==> src/rtl/seq_div_nbit_if.sv <==
// seq_div_nbit_if: start/busy/done handshake and operand/result bus of the sequential divider.
interface seq_div_nbit_if #(parameter int WIDTH = 32);
   logic             start;
   logic             is_signed;
   logic [WIDTH-1:0] dividend;
   logic [WIDTH-1:0] divisor;
   logic             busy;
   logic             done;
   logic             div_by_zero;
   logic [WIDTH-1:0] quotient;
   logic [WIDTH-1:0] remainder;
   modport master (output start, is_signed, dividend, divisor,
                   input  busy, done, div_by_zero, quotient, remainder);
   modport slave  (input  start, is_signed, dividend, divisor,
                   output busy, done, div_by_zero, quotient, remainder);
endinterface

==> src/rtl/seq_div_nbit.sv <==
// seq_div_nbit: multi-cycle restoring divider, UNROLL quotient bits per clock, signed or unsigned.
module seq_div_nbit #(
   parameter int WIDTH  = 32,
   parameter int UNROLL = 1
) (
   input logic          clk,
   input logic          reset,
   seq_div_nbit_if.slave bus
);
   localparam int N  = WIDTH / UNROLL;
   localparam int CW = $clog2(N + 1);
   typedef enum logic [1:0] {IDLE, CALC, FIX, DONE} state_t;
   state_t             state;
   logic [2*WIDTH-1:0] acc, acc_n;
   logic [2*WIDTH:0]   sh;
   logic [WIDTH-1:0]   diff, dvsr, mag_a, mag_b;
   logic [CW-1:0]      cnt;
   logic               sign_q, sign_r, ge;
   assign mag_a = (bus.is_signed && bus.dividend[WIDTH-1]) ? -bus.dividend : bus.dividend;
   assign mag_b = (bus.is_signed && bus.divisor[WIDTH-1])  ? -bus.divisor  : bus.divisor;
   // sh keeps the bit shifted out of the upper half so the trial compare is WIDTH+1 bits wide
   always_comb begin
      acc_n = acc;
      sh    = '0;
      diff  = '0;
      ge    = 1'b0;
      for (int i = 0; i < UNROLL; i++) begin
         sh    = {acc_n, 1'b0};
         ge    = sh[2*WIDTH:WIDTH] >= {1'b0, dvsr};
         diff  = sh[2*WIDTH-1:WIDTH] - dvsr;
         acc_n = ge ? {diff, sh[WIDTH-1:1], 1'b1} : sh[2*WIDTH-1:0];
      end
   end
   always_ff @(posedge clk or negedge reset) begin
      if (!reset) begin
         state       <= IDLE;
         acc         <= '0;
         dvsr        <= '0;
         cnt         <= '0;
         sign_q      <= 1'b0;
         sign_r      <= 1'b0;
         bus.busy        <= 1'b0;
         bus.done        <= 1'b0;
         bus.div_by_zero <= 1'b0;
         bus.quotient    <= '0;
         bus.remainder   <= '0;
      end else begin
         case (state)
            IDLE: if (bus.start) begin
               sign_q          <= bus.is_signed & (bus.dividend[WIDTH-1] ^ bus.divisor[WIDTH-1]);
               sign_r          <= bus.is_signed & bus.dividend[WIDTH-1];
               acc             <= {{WIDTH{1'b0}}, mag_a};
               dvsr            <= mag_b;
               cnt             <= CW'(N);
               bus.div_by_zero <= 1'b0;
               if (bus.divisor == '0) begin
                  bus.quotient    <= '1;
                  bus.remainder   <= bus.dividend;
                  bus.div_by_zero <= 1'b1;
                  bus.done        <= 1'b1;
                  state           <= DONE;
               end else begin
                  bus.busy <= 1'b1;
                  state    <= CALC;
               end
            end
            CALC: begin
               acc <= acc_n;
               cnt <= cnt - CW'(1);
               if (cnt == CW'(1)) state <= FIX;
            end
            FIX: begin
               bus.quotient  <= sign_q ? -acc[WIDTH-1:0] : acc[WIDTH-1:0];
               bus.remainder <= sign_r ? -acc[2*WIDTH-1:WIDTH] : acc[2*WIDTH-1:WIDTH];
               bus.busy      <= 1'b0;
               bus.done      <= 1'b1;
               state         <= DONE;
            end
            DONE: begin
               bus.done <= 1'b0;
               state    <= IDLE;
            end
         endcase
      end
   end
endmodule

==> src/flat_wrapper.sv <==
// flat-port wrapper written by rule: the top's interface ports become plain ports
module seq_div_nbit_flat 
#(
   parameter int WIDTH  = 32,
   parameter int UNROLL = 1
)
  (clk, reset, bus_start, bus_is_signed, bus_dividend, bus_divisor, bus_busy, bus_done, bus_div_by_zero, bus_quotient, bus_remainder);
  seq_div_nbit_if #(.WIDTH(WIDTH)) bus_i ();
  input logic clk;
  input logic reset;
  input wire logic [$bits(bus_i.start)-1:0] bus_start;
  input wire logic [$bits(bus_i.is_signed)-1:0] bus_is_signed;
  input wire logic [$bits(bus_i.dividend)-1:0] bus_dividend;
  input wire logic [$bits(bus_i.divisor)-1:0] bus_divisor;
  output wire logic [$bits(bus_i.busy)-1:0] bus_busy;
  output wire logic [$bits(bus_i.done)-1:0] bus_done;
  output wire logic [$bits(bus_i.div_by_zero)-1:0] bus_div_by_zero;
  output wire logic [$bits(bus_i.quotient)-1:0] bus_quotient;
  output wire logic [$bits(bus_i.remainder)-1:0] bus_remainder;
  assign bus_i.start = bus_start;
  assign bus_i.is_signed = bus_is_signed;
  assign bus_i.dividend = bus_dividend;
  assign bus_i.divisor = bus_divisor;
  assign bus_busy = bus_i.busy;
  assign bus_done = bus_i.done;
  assign bus_div_by_zero = bus_i.div_by_zero;
  assign bus_quotient = bus_i.quotient;
  assign bus_remainder = bus_i.remainder;
  seq_div_nbit #(.WIDTH(WIDTH), .UNROLL(UNROLL)) u_core (.clk(clk), .reset(reset), .bus(bus_i));
endmodule
==> config.mk <==
export PLATFORM = sky130hd
export DESIGN_NAME = seq_div_nbit_flat
export DESIGN_NICKNAME = d
export VERILOG_FILES = /design/src/rtl/seq_div_nbit_if.sv /design/src/rtl/seq_div_nbit.sv /design/src/flat_wrapper.sv
export SDC_FILE = /design/constraint.sdc
export NUM_CORES = 1
export LEC_CHECK = 0
export CORE_UTILIZATION = 60
export DETAILED_ROUTE_END_ITERATION = 8
export DONT_BUFFER_PORTS = 1
export HOLD_SLACK_MARGIN = 0.06
export PLACE_DENSITY_LB_ADDON = 0.15
export RECOVER_POWER = 100
export SLEW_MARGIN = 20
export SYNTH_ARGS = -nofsm -noshare
export SYNTH_HDL_FRONTEND = slang
export SYNTH_SLANG_ARGS = --single-unit
export TNS_END_PERCENT = 1
==> constraint.sdc <==
create_clock -name clk -period 8.1 [get_ports clk]
set_input_delay 1.62 -clock clk [delete_from_list [all_inputs] [get_ports clk]]
set_output_delay 1.62 -clock clk [all_outputs]
set_load 0.01 [all_outputs]
# Yosys cells after proc, flatten, opt, wreduce, memory -nomap -nowiden
# Cells that the tools add are included.
# Widths: inputs -> output; s select.
dict set report word_totals {
  reg_bits 173
  inputBits 68
  out_inout_bits 67
  elab_cells 68
}
dict set report classes {
  n_addsub 6
  n_lt_le_gt_ge 1
  n_eq_ne 8
  muxes 26
  bitwise_logic 3
  n_reduce_logical 13
}
# cell n
set ops {}
lappend ops {{$mux 32} 8}
lappend ops {{$mux 64} 2}
lappend ops {{$neg 32->32} 4}
lappend ops {{$pmux 32 s2} 2}
lappend ops {{$pmux 64 s2} 1}
lappend ops {{$ge 33x32->1} 1}
lappend ops {{$logic_not 32->1} 1}
lappend ops {{$sub 32x32->32} 1}
lappend ops {{$pmux 6 s2} 1}
lappend ops {{$reduce_and 3->1} 3}
lappend ops {{$pmux 2 s4} 1}
lappend ops {{$eq 6x1->1 const B} 1}
lappend ops {{$mux 2} 3}
lappend ops {{$mux 6} 1}
lappend ops {{$reduce_and 2->1} 3}
lappend ops {{$sub 6x1->6 const B} 1}
lappend ops {{$mux 1} 5}
lappend ops {{$eq 2x2->1 const B} 2}
lappend ops {{$ne 2x1->1 const B} 2}
lappend ops {{$ne 2x2->1 const B} 2}
lappend ops {{$reduce_bool 2->1} 2}
lappend ops {{$pmux 1 s3} 1}
lappend ops {{$reduce_bool 3->1} 1}
lappend ops {{$and 1x1->1} 2}
lappend ops {{5 further kinds} 6}

# Longest topological paths before layout
# Gate-level depths: netlist of run 1.
dict set report logic_depth {
  ltp_word 4
  mapped_depth 13
  depth_no_buf 13
}

# Worst setup path before layout of run 1
# No wires, ideal clock.
dict set report synth_timing {
  path_kind {input to register}
  startpoint {input port bus_dividend[15]}
  endpoint {register u_core.acc[30]}
  setup_time_ns 0.137
  t_arrival_ns 3.578
  t_required_ns 7.963
  path_slack_ns 4.385
  path_stages 9
  path_buffers 0
  cell_sequence {or3_1 or3_4 or4_4 o31ai_4 o21ai_0 xnor2_1 nor2_1 a21oi_1 a21oi_1}
}
dict set report synth_via {
  elab_chain_len 4
}
# element line
set synth_rtl {}
lappend synth_rtl {{start, declared} flat_wrapper.sv:13} ;# input wire logic [$bits(bus_i.dividend)-1:0] bus_dividend;
lappend synth_rtl {{$neg 32->32} seq_div_nbit.sv:19} ;# assign mag_a = (bus.is_signed && bus.dividend[WIDTH-1]) ? -bus.dividend : bus.dividend;
lappend synth_rtl {{$mux 32} seq_div_nbit.sv:19}
lappend synth_rtl {{$mux 64} seq_div_nbit.sv:49} ;# IDLE: if (bus.start) begin
lappend synth_rtl {{$pmux 64 s2} seq_div_nbit.sv:48} ;# case (state)
lappend synth_rtl {{end signal, assigned} seq_div_nbit.sv:52} ;# acc <= {{WIDTH{1'b0}}, mag_a};
lappend synth_rtl {{end signal, assigned} seq_div_nbit.sv:68} ;# acc <= acc_n;
lappend synth_rtl {{end, declared} seq_div_nbit.sv:14} ;# logic [2*WIDTH-1:0] acc, acc_n;
# No other way between the ends. The select of a mux whose other input is x is not followed.
# A chain may end at the register's enable or synchronous reset.

# Worst setup path in the final report of run 1
dict set report layout_timing {
  startpoint {input port bus_start}
  endpoint {register u_core.cnt[4]}
}
dict set report layout_via {
  elab_chain_len 2
}
# element line
set layout_rtl {}
lappend layout_rtl {{start, declared} flat_wrapper.sv:11} ;# input wire logic [$bits(bus_i.start)-1:0] bus_start;
lappend layout_rtl {{$ne 2x2->1 (no line)} --}
lappend layout_rtl {{$reduce_and 2->1 (no line)} --}
lappend layout_rtl {{end signal, assigned} seq_div_nbit.sv:54} ;# cnt <= CW'(N);
lappend layout_rtl {{end signal, assigned} seq_div_nbit.sv:69} ;# cnt <= cnt - CW'(1);
lappend layout_rtl {{end, declared} seq_div_nbit.sv:17} ;# logic [CW-1:0] cnt;
# No other way between the ends.

==> results of run 1 <==
==> registers in the layout, summed over array words and instances, names as in the netlist <==
signal                  count
u_core.bus.remainder       32
u_core.bus.done             1
u_core.sign_r               1
u_core.sign_q               1
u_core.bus.div_by_zero      1
u_core.cnt                  6
u_core.dvsr                32
u_core.bus.quotient        32
u_core.state                2
u_core.bus.busy             1
u_core.acc                 64
==> power by group through the flow <==
stage	clock network (W)	logic (W)	registers, W
2_1_floorplan	0	0.00258	0.00161
5_1_grt	0.000911	0.00353	0.00185
6_report	0.000862	0.00311	0.00179
4_1_cts	0.000869	0.00310	0.00178
3_5_place_dp	0	0.00309	0.00179
3_3_place_gp	0	0.00304	0.00178
==> cell usage in the layout (no fill, tap or decap), drive strengths merged, types with 18 or more instances in the layout <==
| cell type | n |
|---|---|
| a21o | 18 |
| a21oi | 120 |
| a31oi | 41 |
| clkbuf | 22 |
| dfrtp | 173 |
| ha | 42 |
| inv | 67 |
| mux2i | 21 |
| nand2 | 204 |
| nor2 | 122 |
| nor3 | 23 |
| o21ai | 178 |
| o31ai | 31 |
| or3 | 18 |
| xnor2 | 46 |
| xor2 | 99 |
==> final timing paths <==
path | end
worst max-delay path | u_core.cnt[4]
worst min-delay path | u_core.dvsr[20]
worst max register to register | u_core.acc[27]
worst min register to register | u_core.dvsr[20]
max in group asynchronous | u_core.dvsr[30]
min in group asynchronous | u_core.bus.quotient[0]
==> final cells by class <==
type	count	area, sq um	area share [%]
multi-input combinational	1120	6860	55.4
sequential	173	4330	34.9
clock buffer	18	429	3.46
tap	260	325	2.62
inverter	62	233	1.88
clock inverter	14	183	1.47
timing repair buffer	7	37.5	0.303
==> per-stage QoR <==
step	area [sq um]	total power (W)
4_1_cts	12400	0.00575
3_5_place_dp	11800	0.00488
2_1_floorplan	11700	0.00419
6_report	12400	0.00576
5_1_grt	12400	0.00629
3_3_place_gp	11800	0.00482
==> routing by layer <==
layer	GRT usage [%]	vias up	share of wire [%]
met5	0	-	0
met4	12.5	0	2.9
met3	4.86	47	5.2
met2	48.2	288	47
met1	37.6	4645	45
li1	-	4955	-
==> cells by family after synthesis <==
family / Yosys count
XOR/XNOR: 145
AO/OA/AOI/OAI: 458
AND/OR/NAND/NOR: 449
multiplexers: 25
buffers and inverters: 140
flip-flops: 173
adder cells (fa/ha/maj): 43
==> worst max-delay path: stages <==
cell and delay (ns):
nand2_1 0.04, clkbuf_1 1.86, a21boi_4 0.91, clkbuf_1 1.14, nor3_1 0.10, a21oi_1 0.17
o21ai_0 0.09
==> impl_summary.log, run 1 <==
[metrics] Power Dens Cells: 464 nW/um^2
[metrics] portion of netlist area occupied by mux cells: under 10%
[metrics] H-tree lvl count: 4
[metrics] leakage power of the design: 5.20 nW
[metrics] Clock Pin Slew Worst Setup and Hold Paths: 0.06 ns
[metrics] io pins: between 100 and 150
[metrics] cell-internal power: 0.00299 W
[metrics] DRC viols: 0
[metrics] Chip Height: 142 um
[metrics] least setup slack across all paths after layout: 2.41 ns
[metrics] cts repair resizes: 0
[metrics] complex-gate fraction of the synthesized area: 23.2%
[metrics] relative contribution of sequential cells to total power: 31.1%
[metrics] count of yosys warnings during synthesis: 0
[metrics] Critical Path Fanout Max: 73
[metrics] largest vdd supply drop: 0.201 mV
[metrics] switching pwr: about 0.0028 W
[metrics] number of buffers added for setup after CTS: 0
[metrics] CTS root buffer: clkbuf_16
[metrics] Layout Nets: 1,492
[metrics] Worst Min Path Start: u_core.dvsr[20]
[metrics] clock tree from TritonCTS: built
[metrics] MaxCap Viol Count: 2
[metrics] proportion of netlist area held by the largest area contributor: 37.0%
[metrics] mean routed wirelength per cell: 17.1 um
[metrics] proportion of power drawn by combinational gates: between 50% and 60%
[metrics] upper clock frequency limit: between 0.15 and 0.2 GHz
[metrics] Post-Syn Instances: 1,433
[metrics] Synth top cells by count: nand2_1, dfrtp_1, o21ai_0
[metrics] cell type with the largest total area after synthesis: dfrtp_1
[metrics] post-synth design cell area: 11,700 sq um
[metrics] ratio of cells with drive above 1 in the final layout: approximately 4.6%
[metrics] main combinational cell family by area after synthesis: compound AO/OA/AOI/OAI gates
[metrics] layout overhead on the synthesized area: 5.88%
[metrics] Arr. time, crit path: 5.97 ns
[metrics] max-slew headroom at the worst pin: -76.2%
[metrics] global-route wire length before repair: approximately 46,000 um
[metrics] sw frac: 48.1%
[metrics] largest net degree at the start of global routing: 174
[metrics] initial core utilization: 62.0%
[metrics] pre-CTS worst setup slack: roughly 3.5 ns
[metrics] Placeable Area: ~19,000 sq um
[metrics] number of filler instances in the final layout: 1,659
[metrics] router iterations before antenna repair: 5
[metrics] clock share of power: roughly 15%
[metrics] most area-consuming cells after synthesis: dfrtp_1, xor2_1, o21ai_0
[metrics] Final Util: 65.6%
[metrics] Reg2Reg Launch Point: u_core.state[1]
[metrics] xor/xnor share of the synthesized area: 10.8%
[metrics] violated checks: max-capacitance violations, max-slew violations
[metrics] Post-synth top flop: dfrtp_1
[metrics] Cell Rows: 50
[metrics] CP endpoint kind: flop
[metrics] share of the yosys chip area belonging to registers: a little under two fifths
[metrics] Synth async-reset ratio: between 90% and 100%
[metrics] later-pin clock latency in the skew report: 0.43 ns
[metrics] post-detailed-route via-to-cell ratio: 6.01
[metrics] Cell Count Post-Placement: around 1.6k
[metrics] number of cells on the worst hold path: 2
[metrics] leftover overflow at the end of global routing: 0
[metrics] DP Wirelength: between 20,000 and 25,000 um
[metrics] final-report hold violation count: 0
[metrics] worst hold slack: 0.476 ns
[metrics] violation count after the first detailed-route iteration: roughly 600
[metrics] mean instance size in the synthesized netlist: 8.17 sq um
[metrics] via total after detailed routing: 9,935
[metrics] syn_nets: 1,544
[metrics] required time of the worst setup path: 8.38 ns
[metrics] adder-cell share of the synthesized area: ~4.7%
[metrics] total number of clock tree sinks: 173
[metrics] CP Launch Point: bus_start
[metrics] length in cells of the worst reg-to-reg path: 8
[metrics] RSZ-0062 raised after global routing: no
[metrics] setup slack on the worst flop-to-flop path: 2.53 ns
[metrics] via count of the first global-routing pass: roughly 9.4k
[metrics] basic-gate share of the synthesized area counting and, or, nand and nor cells: 17.5%
[metrics] Final Instance Count excl. Fillers: about 1.7k
[metrics] critical path startpoint category: input pin
[metrics] clock period minus final worst setup slack: between 5 and 6 ns
[metrics] Post-synth EDFFs: 0
[metrics] final critical-path share of the clock period: 70.3%
[metrics] die outline area: 20,100 sq um
[metrics] result of the run: finished with violations
[metrics] CTS Buf Count: 17
[metrics] worst clock skew: 0.00877 ns
[metrics] number of antenna violations at the first check in global routing: 0
[metrics] CTS Hold Buffers Added: 0
[metrics] most frequent cell after synthesis: nand2_1
[metrics] class of the most critical setup path: in2reg
[metrics] input/output buffers: 0
[metrics] number of nets with antenna violations after routing: 0
[metrics] final setup TNS: 0 ns
[metrics] DIE WIDTH: 142 um
[metrics] GRT Util Overall: 29.1%
[metrics] Slew @ Worst Pin: 2.64 ns
[metrics] fin. max-slew vios: approximately 130
[metrics] path type of the worst min-delay path: reg2reg
[metrics] Netlist cell types: 70
[metrics] gpl congestion: around 0.9
[metrics] Seq cells post-synth: 173
[metrics] post-detailed-routing wire length: ~28,000 um
[metrics] buffer levels on the longest clock path: 2
[metrics] final-report setup violation count: 0
[metrics] Ant. Diodes: 0
No activity file was read; power rests on OpenSTA's default activity.
==> inputs of run 2 (changes only) <==
==> constraint.sdc (replaced) <==
create_clock -name clk -period 5.5 [get_ports clk]
set_input_delay 1.1 -clock clk [delete_from_list [all_inputs] [get_ports clk]]
set_output_delay 1.1 -clock clk [all_outputs]
set_load 0.01 [all_outputs]
==> run 2 against run 1 <==
Net effect: the run still ends with max-capacitance violations, max-slew violations left; non-clock buffer count rose by 2; sequential power is 47% higher; critical path depth up 2; final area shrank 0.38%; register-to-register slack lost 1.2 ns; combinational power up 47%; die area did not move; wire length fell by 0.21%; global-route usage decreased by 0.69 points; largest cell class unchanged.
==> impl_summary.log, run 2 (synthesis results as in run 1) <==
[metrics] result of the run: finished with violations
[metrics] violated checks: max-capacitance violations, max-slew violations
[metrics] via total after detailed routing: 9,851
[metrics] violation count after the first detailed-route iteration: about 540
[metrics] Layout Nets: about 1.5k
[metrics] number of nets with antenna violations after routing: 0
[metrics] cts repair resizes: 0
[metrics] delay of the slowest cell on the worst path: 0.76 ns
[metrics] total number of clock tree sinks: roughly 170
[metrics] Clock Pin Slew Worst Setup and Hold Paths: 0.07 ns
[metrics] final-report hold violation count: 0
[metrics] worst clock skew: 0.0134 ns
[metrics] final critical-path share of the clock period: between 70 and 80%
[metrics] io pins: between 100 and 150
[metrics] max-slew headroom at the worst pin: -51.4%
[metrics] global-route wire length before repair: 45,300 um
[metrics] CP Launch Point: bus_divisor[4]
[metrics] placed standard-cell area: 11,800 sq um
[metrics] gpl congestion: ~0.90
[metrics] DP Wirelength: between 20,000 and 25,000 um
[metrics] CP endpoint kind: flop
[metrics] number of buffers added for setup after CTS: 0
[metrics] Power Dens Cells: 683 nW/um^2
[metrics] CTS Hold Buffers Added: 0
[metrics] RSZ-0062 raised after global routing: no
[metrics] Placeable Area: 18,900 sq um
[metrics] initial core utilization: 62.0%
[metrics] upper clock frequency limit: 0.235 GHz
[metrics] CTS root buffer: clkbuf_16
[metrics] Non-Filler Cell Area, Final: 12,400 sq um
[metrics] number of antenna violations at the first check in global routing: 0
[metrics] sw frac: 48.3%
[metrics] largest net degree at the start of global routing: 174
[metrics] Ant. Diodes: 0
[metrics] clock share of power: ~15%
[metrics] input/output buffers: 0
[metrics] switching pwr: 0.00408 W
[metrics] mean routed wirelength per cell: between 15 and 20 um
[metrics] layout overhead on the synthesized area: 5.47%
[metrics] class of the most critical setup path: in2reg
[metrics] Critical path buffers and inverters: 1
[metrics] Slew @ Worst Pin: 2.27 ns
[metrics] largest vdd supply drop: between 0.3 and 0.4 mV
[metrics] later-pin clock latency in the skew report: 0.44 ns
[metrics] via count of the first global-routing pass: 9,214
[metrics] ratio of cells with drive above 1 in the final layout: 4.30%
[metrics] proportion of power drawn by combinational gates: 54.1%
[metrics] path type of the worst min-delay path: in2async
[metrics] CTS Buf Count: 17
[metrics] die outline area: 20,100 sq um
[metrics] Critical Path Fanout Max: 51
[metrics] H-tree lvl count: 4
[metrics] clock period minus final worst setup slack: 4.25 ns
[metrics] met2 demand-to-capacity share in global routing: between 40% and 50%
[metrics] crit path cell chain: or3_1, nor4_1, nand3_1, nor3_1, nand4_1, o22ai_4, clkbuf_2, nor2_1, a31oi_1
[metrics] max reg flops: 64
[metrics] clock tree from TritonCTS: built
[metrics] cell family with the largest share of critical-path delay: simple AND/OR/NAND/NOR gates
[metrics] grt met1 use: between 30 and 40%
[metrics] cell-internal power: 0.00436 W
[metrics] cell with the largest stage delay on the worst path: clkbuf_2
[metrics] post-detailed-route via-to-cell ratio: 5.95
[metrics] required time of the worst setup path: 5.85 ns
[metrics] Cell Rows: 50
[metrics] router iterations before antenna repair: 5
[metrics] DIE WIDTH: 142 um
[metrics] DRC viols: 0
[metrics] critical path startpoint category: input pin
[metrics] relative contribution of sequential cells to total power: 31.2%
[metrics] final setup TNS: 0 ns
[metrics] Reg2Reg Launch Point: u_core.state[0]
[metrics] highest-count cells in the layout ignoring fill and taps: nand2_1, o21ai_0, dfrtp_1
[metrics] final-report setup violation count: 0
[metrics] number of filler instances in the final layout: 1,687
[metrics] leftover overflow at the end of global routing: 0
[metrics] buffer levels on the longest clock path: 2
[metrics] Chip Height: 142 um
[metrics] GRT Util Overall: between 20% and 30%
[metrics] leakage power of the design: 5.18 nW
[metrics] met3 track demand over resource: 4.52%
[metrics] MaxCap Viol Count: 3
[metrics] fin. max-slew vios: 126
[metrics] most utilized layer in the global route result: met2
[metrics] Arr. time, crit path: between 4 and 5 ns
[metrics] leading cell type in the layout, fill and taps excluded: nand2_1
[metrics] register bank with the most flops: u_core.acc
[metrics] post-detailed-routing wire length: between 20,000 and 30,000 um
==> run 2: area by class of cell <==
cell class | instances | area [sq um] | share of cell area, %
flip-flops and latches | 173 | 4330 | 35.0
multi-input cells | 1120 | 6830 | 55.3
clock buffers | 19 | 443 | 3.59
well taps | 260 | 325 | 2.63
repair buffers | 9 | 46.3 | 0.375
inverters | 62 | 233 | 1.88
clock inverters | 13 | 151 | 1.23
==> run 2: power groups by stage <==
stage | clock [W] | sequential, W | combinational [W]
floorplan | 0 | 0.00237 | 0.00380
global placement | 0 | 0.00263 | 0.00448
detailed placement | 0 | 0.00265 | 0.00456
CTS | 0.00125 | 0.00263 | 0.00458
global route | 0.00131 | 0.00273 | 0.00514
finish | 0.00124 | 0.00263 | 0.00456
==> run 2: stage by stage <==
stage	setup WS, ns	hold slack (ns)	cells	power, W	utilization [%]
after floorplan	2.30	0.450	1433	0.00617	-
after global placement	1.53	0.461	1623	0.00710	62.6
after detailed placement	1.43	0.471	1623	0.00721	62.6
after CTS	1.89	0.338	1655	0.00845	65.8
after global routing	0.905	0.324	1656	0.00917	65.4
final	1.25	0.349	1656	0.00843	65.4
==> run 2: final timing paths <==
kind,end,slack (ns),cells past startpoint
max in group asynchronous,u_core.dvsr[28],4.78,0
setup / recovery,u_core.bus.quotient[14],1.25,9
setup reg to reg,u_core.acc[59],1.37,7
min in group clk,u_core.dvsr[22],0.48,2
hold reg to reg,u_core.dvsr[22],0.48,2
hold / removal,u_core.bus.quotient[0],0.35,0
==> run 2: metal layers <==
metal	routed length, um	part of all wire (%)	vias up
met2	13500	48	256
li1	-	-	4963
met4	725	2.6	0
met1	12800	45	4592
met5	0	0	-
met3	1200	4.3	40
==> run 2: worst reg2reg max path, cell delays in order (launching register included) <==
cell,delay (ns)
dfrtp_1,0.41
inv_1,0.11
ha_1,0.54
inv_1,0.29
a21boi_0,1.28
clkbuf_1,1.06
a22oi_1,0.23
o21ai_0,0.13
==> inputs of run 3 (changes only) <==
==> constraint.sdc (replaced) <==
create_clock -name clk -period 4.28 [get_ports clk]
set_input_delay 0.856 -clock clk [delete_from_list [all_inputs] [get_ports clk]]
set_output_delay 0.856 -clock clk [all_outputs]
set_load 0.01 [all_outputs]
==> run 3 against run 2 <==
Net effect: the run still ends with max-capacitance violations, max-slew violations left; combinational power increased by 31%; total power increased by 30%; worst setup slack got worse by 0.67 ns; clock skew decreased by 0.0035 ns; die area unchanged; critical endpoint is now u_core.acc[33].
==> impl_summary.log, run 3 (synthesis results as in run 1) <==
[metrics] number of nets with antenna violations after routing: 0
[metrics] initial core utilization: 62.0%
[metrics] CTS Hold Buffers Added: 0
[metrics] Placeable Area: 18,900 sq um
[metrics] violated checks: max-capacitance violations, max-slew violations
[metrics] clock tree from TritonCTS: built
[metrics] class of the most critical setup path: reg2reg
[metrics] Ant. Diodes: 0
[metrics] die outline area: roughly 20,000 sq um
[metrics] worst clock skew: 0.00995 ns
[metrics] Slew @ Worst Pin: 1.92 ns
[metrics] placed standard-cell area: around 12,000 sq um
[metrics] critical path startpoint category: flop
[metrics] highest-count cells in the layout ignoring fill and taps: nand2_1, o21ai_0, dfrtp_1
[metrics] capture instance of the worst register-to-register path: u_core.acc[33]
[metrics] RSZ-0062 raised after global routing: no
[metrics] ratio of cells with drive above 1 in the final layout: 4.44%
[metrics] total number of clock tree sinks: approximately 170
[metrics] global-route wire length before repair: 46,000 um
[metrics] CP Launch Point: u_core.acc[32]
[metrics] DIE WIDTH: about 140 um
[metrics] post-detailed-route via-to-cell ratio: about 6
[metrics] CTS Buf Count: 17
[metrics] CTS root buffer: clkbuf_16
[metrics] DP Wirelength: slightly above 20,000 um
[metrics] fin. max-slew vios: 70
[metrics] final critical-path share of the clock period: 86.3%
[metrics] GRT Util Overall: 28.6%
[metrics] Non-Filler Cell Area, Final: around 12,000 sq um
[metrics] critical path endpoint: u_core.acc[33]
[metrics] Cell Count Post-Placement: 1,624
[metrics] post-detailed-routing wire length: 27,800 um
[metrics] path type of the worst min-delay path: in2async
[metrics] Final Instance Count excl. Fillers: 1,657
[metrics] Critical Path Fanout Max: 32
[metrics] leftover overflow at the end of global routing: 0
[metrics] layout overhead on the synthesized area: 5.81%
[metrics] multi-input logic area: 6810 sq um
[metrics] leakage power of the design: 5.21 nW
[metrics] length in cells of the worst reg-to-reg path: 10
[metrics] largest vdd supply drop: 0.342 mV
[metrics] router iterations before antenna repair: 7
[metrics] later-pin clock latency in the skew report: about 0.43 ns
[metrics] setup slack on the worst flop-to-flop path: 0.59 ns
[metrics] final setup TNS: 0 ns
[metrics] upper clock frequency limit: 0.271 GHz
[metrics] mean routed wirelength per cell: around 17 um
[metrics] Cell Rows: 50
[metrics] Arr. time, crit path: 3.94 ns
[metrics] largest net degree at the start of global routing: 174
[metrics] gpl congestion: 0.896
[metrics] max-slew headroom at the worst pin: -29.4%
[metrics] clock period minus final worst setup slack: 3.69 ns
[metrics] required time of the worst setup path: 4.53 ns
[metrics] Layout Nets: 1,495
[metrics] buffer levels on the longest clock path: 2
[metrics] MaxCap Viol Count: 3
[metrics] cts repair resizes: 0
[metrics] number of buffers added for setup after CTS: 0
[metrics] result of the run: finished with violations
[metrics] violation count after the first detailed-route iteration: 563
[metrics] Sequential Area: between 4000 and 5000 sq um
[metrics] H-tree lvl count: 4
[metrics] via count of the first global-routing pass: 9,336
[metrics] Chip Height: 142 um
[metrics] number of antenna violations at the first check in global routing: 0
[metrics] worst hold slack: 0.116 ns
[metrics] final-report setup violation count: 0
[metrics] CP endpoint kind: flop
[metrics] number of filler instances in the final layout: 1,662
[metrics] max reg flops: 64
[metrics] DRC viols: 0
[metrics] Power Dens Cells: around 880 nW/um^2
[metrics] via total after detailed routing: ~10k
[metrics] input/output buffers: 0
[metrics] Clock Pin Slew Worst Setup and Hold Paths: 0.07 ns
[metrics] Reg2Reg Launch Point: u_core.acc[32]
[metrics] total power: 0.0109 W
[metrics] register bank with the most flops: u_core.acc
[metrics] final-report hold violation count: 0
[metrics] io pins: roughly 140
[metrics] leading cell type in the layout, fill and taps excluded: nand2_1
-- run 3: changes by cell type in the layout (fill, tap and decap cells not counted), sizes merged --
cell and delta:
buf +4, clkinvlp +1, clkbuf -4
-- run 3: worst min-delay path by stage --
stage,start,to,slack [ns],cells past startpoint
2_1_floorplan,u_core.dvsr[10],u_core.dvsr[10],0.45,2
3_3_place_gp,u_core.dvsr[23],u_core.dvsr[23],0.46,2
3_5_place_dp,u_core.dvsr[26],u_core.dvsr[26],0.47,2
4_1_cts,reset,u_core.bus.quotient[0],0.10,0
5_1_grt,reset,u_core.bus.quotient[2],0.09,0
6_report,reset,u_core.bus.quotient[0],0.12,0
-- run 3: worst max-delay path, cell delays in order (launching register included) --
cell and delay, ns:
dfrtp_1 0.53, ha_1 0.31, nor2b_1 0.15, o2111a_1 0.25, o2111ai_1 0.34, and2_0 0.25, o21ai_0 0.26, a311oi_4 0.80
buf_12 0.27, mux2i_1 0.23, o22ai_1 0.09
-- run 3: per-layer routing --
layer / share of wire, % / up-vias / global-route usage [%]
met1: 45 / 4605 / 36.6
met2: 47 / 264 / 48.5
met4: 3.4 / 0 / 12.2
met3: 4.6 / 66 / 4.22
li1: - / 4965 / -
met5: 0 / - / 0
-- run 3: final cells by class --
type / instances / share of cell area (%)
multi-input cells: 1120 / 54.9
clock inverters: 14 / 1.27
inverters: 62 / 1.88
clock buffers: 18 / 3.46
repair buffers: 10 / 0.888
flip-flops and latches: 173 / 34.9
well taps: 260 / 2.62
-- run 3: power breakdown --
part | total, W | switching, W | leakage [nW] | internal [W]
Sequential | 0.00338 | 0.00100 | 2.04 | 0.00238
Clock | 0.00157 | 0.000693 | 0.284 | 0.000873
Combinational | 0.00598 | 0.00357 | 2.88 | 0.00241
-- run 3: stage by stage --
step,setup slack [ns],utilization [%]
2_1_floorplan,1.33,-
3_3_place_gp,0.883,62.8
3_5_place_dp,0.824,62.8
4_1_cts,0.795,65.9
5_1_grt,0.375,65.6
6_report,0.587,65.6
